<file path="src/rtl/pipe_regfile.sv">
// rtl/pipe_regfile.sv - N-read/1-write register file with write bypass and pending-write scoreboard
module pipe_regfile #(
    parameter int WIDTH = 32,
    parameter int AW    = 5,
    parameter int NRD   = 2,
    parameter int CNTW  = 2
) (
    input  logic                 clk_i,
    input  logic                 rst_ni,
    input  logic [NRD*AW-1:0]    rd_addr_i,
    output logic [NRD*WIDTH-1:0] rd_data_o,
    output logic [NRD-1:0]       rd_busy_o,
    input  logic                 we_i,
    input  logic [AW-1:0]        wa_i,
    input  logic [WIDTH-1:0]     wd_i,
    input  logic                 wb_retire_i,
    input  logic                 iss_valid_i,
    input  logic [AW-1:0]        iss_addr_i,
    output logic                 iss_ready_o,
    input  logic                 flush_i
);

    localparam int              NREGS   = 1 << AW;
    localparam logic [CNTW-1:0] CNT_MAX = '1;
    localparam logic [CNTW-1:0] CNT_ONE = CNTW'(1);

    logic [WIDTH-1:0] mem_q [NREGS];
    logic [CNTW-1:0]  cnt_q [NREGS];
    logic [CNTW-1:0]  cnt_d [NREGS];
    logic             iss_accept;
    logic             wb_ret;

    // iss_ready depends only on iss_addr and counter state, never on read addresses
    assign iss_ready_o = (iss_addr_i == '0) || (cnt_q[iss_addr_i] != CNT_MAX);
    assign iss_accept  = iss_valid_i && (iss_addr_i != '0) && iss_ready_o;
    assign wb_ret      = we_i && wb_retire_i && (wa_i != '0);

    always_comb begin
        for (int r = 0; r < NREGS; r++) begin
            cnt_d[r] = cnt_q[r];
            if (flush_i) begin
                cnt_d[r] = '0;
            end else if (iss_accept && (iss_addr_i == AW'(r)) &&
                         !(wb_ret && (wa_i == AW'(r)))) begin
                cnt_d[r] = cnt_q[r] + CNT_ONE;
            end else if (wb_ret && (wa_i == AW'(r)) && (cnt_q[r] != '0) &&
                         !(iss_accept && (iss_addr_i == AW'(r)))) begin
                cnt_d[r] = cnt_q[r] - CNT_ONE;
            end
        end
    end

    always_ff @(posedge clk_i or negedge rst_ni) begin
        if (!rst_ni) begin
            for (int r = 0; r < NREGS; r++) begin
                mem_q[r] <= '0;
                cnt_q[r] <= '0;
            end
        end else begin
            if (we_i && (wa_i != '0)) begin
                mem_q[wa_i] <= wd_i;
            end
            for (int r = 0; r < NREGS; r++) begin
                cnt_q[r] <= cnt_d[r];
            end
        end
    end

    for (genvar i = 0; i < NRD; i++) begin : g_rd
        logic [AW-1:0] addr;
        logic          hit_wr;

        assign addr   = rd_addr_i[i*AW +: AW];
        assign hit_wr = we_i && (wa_i == addr);

        assign rd_data_o[i*WIDTH +: WIDTH] = (addr == '0) ? '0 :
                                             hit_wr       ? wd_i : mem_q[addr];
        // last pending write retiring now is already visible through the bypass
        assign rd_busy_o[i] = (addr != '0) && (cnt_q[addr] != '0) &&
                              !((cnt_q[addr] == CNT_ONE) && wb_ret && (wa_i == addr));
    end

endmodule

</file>
<file path="config.mk">
export PLATFORM = sky130hd
export DESIGN_NAME = pipe_regfile
export DESIGN_NICKNAME = d
export VERILOG_FILES = /design/src/rtl/pipe_regfile.sv
export SDC_FILE = /design/constraint.sdc
export NUM_CORES = 2
export LEC_CHECK = 0
export BUFFER_PORTS_ARGS = -buffer_cell sky130_fd_sc_hd__buf_2
export CORE_ASPECT_RATIO = 1.1
export CORE_MARGIN = 3
export CORE_UTILIZATION = 55
export DETAILED_ROUTE_END_ITERATION = 10
export PLACE_DENSITY = 0.71
export SLEW_MARGIN = 20
export SYNTH_ARGS = -nofsm -noshare
export SYNTH_HDL_FRONTEND = slang
export SYNTH_SLANG_ARGS = --single-unit
</file>
<file path="constraint.sdc">
create_clock -name clk_i -period 5.1 [get_ports clk_i]
set_input_delay 1.53 -clock clk_i [delete_from_list [all_inputs] [get_ports clk_i]]
set_output_delay 1.53 -clock clk_i [all_outputs]
set_load 0.02 [all_outputs]
</file>
==> reports/qor.txt <==
Syn Nets -> 4417
Overall routing resource usage -> 0.333
Largest family of logic cells by synthesized area -> multiplexers
Clock Latency Late Sink -> 0.71 ns
Boundary Pins -> 125
Die Y -> 353 um
Slew Viols, Final -> 0
DIE AREA -> 113000 um2
Nets -> 4616
Post-Syn Area -> 60100 um2
Delay-heaviest family, CP -> multiplexers
Cells after synthesis -> 4359
Final WS setup -> -0.137 ns
Core Footprint -> 108000 um2
Antenna violations before repair -> 4
Hold Path Class -> flip-flop to flip-flop
Cts bufs inserted -> 112
DR iter-0 viols -> 4588
#FFs+latches synth -> 1088
CP Buf/Inv Count -> 5
CP max FO -> 7
Max-cap viol count -> 0
Post-Synth XOR/XNOR Area -> 0.00189
Clk slew on worst S/H paths -> 0.06 ns
CP Launch Type -> input port
Pre-antenna DRT Iters -> 5
Failing checks -> setup timing
Via density -> 6.95
Largest net degree at the start of global routing -> 132
Routed vias -> 42100
Period utilization -> 1.03
Relative slew slack -> 0.252
Most common cell after layout, fill and taps aside -> dfrtp_1
Asr flop ratio synth -> 1.00
CTS tree -> done
CP cell instances -> buf_16, buf_16, buf_12, buf_16, mux4_2, mux4_2, nor2b_4, a21oi_2, a211oi_2, buf_4
GR Overflow Total -> 0
Register area share after synthesis -> 0.453
Simple-Gate Fraction of Synth Area -> 0.0694
Crit end category -> output port
Port Buffer Count -> 124
Slew @ Worst Pin -> 1.12 ns
Avg WL per Cell -> 31.5 um
Layout cells sized above 1 -> 0.521
Mean Syn Cell Area -> 13.8 um2
Arr. time, crit path -> 3.71 ns
Post-synthesis mux area share -> 0.408
Final hold vios -> 0
Global-route wire length before repair -> 281 mm
Post-synth EDFFs -> 0
RePlAce Congestion -> 0.868
Fin Clk Skew -> 0.00855 ns
Synth Area in Compound Gates -> 0.0333
Most frequent cells in the layout -> dfrtp_1 (1088), mux2_2 (806), mux4_2 (683)
Fin area -> 71500 um2
DRT Wirelength -> 191 mm
Num rows -> 126
Post-layout min period -> 5.24 ns
Die width -> 321 um
Netlist cell types -> 61
Final setup fails -> 46
Clock sinks -> 1088
Detailed Place HPWL -> 107 mm
CP max-delay cell -> mux4_2
CP max stage delay -> 0.50 ns
Most used cell, CP -> buf_16
CTS H-Tree Depth -> 3
Worst endpoint required time -> 3.57 ns
CTS root buffer -> clkbuf_16
Number of global-route vias before repair -> 42900
Post-route DRC -> 0
Post-route ant nets -> 0
Syn-to-layout area delta -> 19.0%
Setup Crit Path Kind -> input port to output port
Synth Area in Adders -> 0
Outcome -> complete, but fails checks
Worst vdd ir -> 0.000302 V
Pleak -> 30.8 nW
PD cells -> 363 nW/um2
Worst Hold Slack -> 0.392 ns
Max Fclk -> 191 MHz
Initial Utilization -> 0.557
Total power -> 0.0260 W
Placement Cell Area -> 64200 um2
Post-synth top flop -> dfrtp_1
Clock buffer depth -> 3
RSZ-0062 raised after global routing -> yes
Synth warn -> 0
metal layers:
layer | vias to the layer above | GRT usage | share of wire
met5 | - | 0.000427 | 0
met2 | 2394 | 0.522 | 0.47
met1 | 22300 | 0.454 | 0.37
li1 | 16800 | - | -
met4 | 0 | 0.161 | 0.059
met3 | 630 | 0.0614 | 0.099
registers in the layout, summed over array words and instances, names as in the netlist:
| signal | count |
|---|---|
| mem_q | 1024 |
| cnt_q | 64 |
final timing paths:
path / from / to / slack, ns / depth (start not counted)
max: rd_addr_i[5] / rd_data_o[52] / -0.14 / 10
min: mem_q[993]$_DFFE_PN0P_ / mem_q[993]$_DFFE_PN0P_ / 0.39 / 0
max reg2reg: cnt_q[38]$_DFFE_PN0P_ / cnt_q[34]$_DFFE_PN0P_ / 2.71 / 6
min reg2reg: mem_q[993]$_DFFE_PN0P_ / mem_q[993]$_DFFE_PN0P_ / 0.39 / 0
max in group asynchronous: rst_ni / mem_q[378]$_DFFE_PN0P_ / 3.07 / 2
min in group asynchronous: rst_ni / mem_q[799]$_DFFE_PN0P_ / 0.84 / 1
power breakdown:
group | internal [W] | switching, W | leakage [nW]
logic | 0.00366 | 0.00238 | 14.9
registers | 0.0102 | 0.00115 | 14.1
clock network | 0.00499 | 0.00364 | 1.90
worst register-to-register path: stages, from the launching register on:
cell      delay (ns)
dfrtp_1         0.47
or4bb_1         0.22
nand4_1         0.18
nor3b_1         0.77
a21oi_1         0.22
a211oi_1        0.30
nor3_1          0.08
cell families (layout without fill, tap and decap cells):
kind of cell | after synthesis | after routing
mux | 1494 | 1494
xor+xnor | 13 | 13
compound gates | 335 | 335
buf+inv | 475 | 764
simple gates | 954 | 954
flops | 1088 | 1088
other cells | 0 | 5
repair_timing:
| action | 4_1_cts | 5_1_grt |
|---|---|---|
| setup endpoints to repair | 66 | 66 |
| pin swaps | 26 | 54 |
| hold buffers | 0 | 0 |
| resized for setup | 209 | 221 |
| setup buffers | 60 | 60 |
| cloned | 18 | 16 |
cell type report:
type                    count  area [um2]
fillers                  7455       36300
diodes                      5        12.5
repair buffers            552        6730
flip-flops and latches   1088       27200
well taps                1408        1760
multi-input cells        2796       31900
clock inverters            59         706
inverters                   8        30.0
clock buffers             145        3130
Yosys cell counts, drive strengths merged (3+ instances only):
| cell | instances | area share |
|---|---|---|
| dfrtp | 1088 | 0.45 |
| and3 | 4 | 0.00042 |
| nand3 | 12 | 0.0010 |
| o21a | 18 | 0.0022 |
| and2 | 7 | 0.00073 |
| mux4 | 683 | 0.26 |
| a211oi | 59 | 0.0074 |
| nand2 | 627 | 0.039 |
| mux2 | 806 | 0.15 |
| nor4 | 12 | 0.0012 |
| nand4bb | 4 | 0.00075 |
| o211ai | 4 | 0.00050 |
| nor3 | 29 | 0.0024 |
| nor2 | 107 | 0.0067 |
| clkbuf | 317 | 0.020 |
| buf | 150 | 0.014 |
| o21bai | 10 | 0.0012 |
| xor2 | 10 | 0.0015 |
| mux2i | 5 | 0.00083 |
| or2 | 6 | 0.00062 |
| xnor2 | 3 | 0.00044 |
| nand4 | 13 | 0.0014 |
| a21boi | 10 | 0.0012 |
| o22ai | 3 | 0.00031 |
| a21oi | 142 | 0.012 |
| o21ai | 68 | 0.0057 |
| a21o | 6 | 0.00075 |
| nand2b | 28 | 0.0029 |
| nor3b | 6 | 0.00075 |
| nor2b | 74 | 0.0077 |
| nand4b | 11 | 0.0016 |
| inv | 8 | 0.00050 |
through the flow:
step / worst slack [ns] / setup TNS [ns] / instances / util
4_1_cts: -0.188 / -4.81 / 5995 / 0.648
2_1_floorplan: 0.0764 / 0 / 4359 / -
6_report: -0.137 / -3.32 / 6061 / 0.663
5_1_grt: -0.172 / -5.10 / 6059 / 0.663
3_5_place_dp: -0.319 / -12.37 / 5717 / 0.595
3_3_place_gp: -0.329 / -11.86 / 5717 / 0.595
No activity file was read; power rests on OpenSTA's default activity.
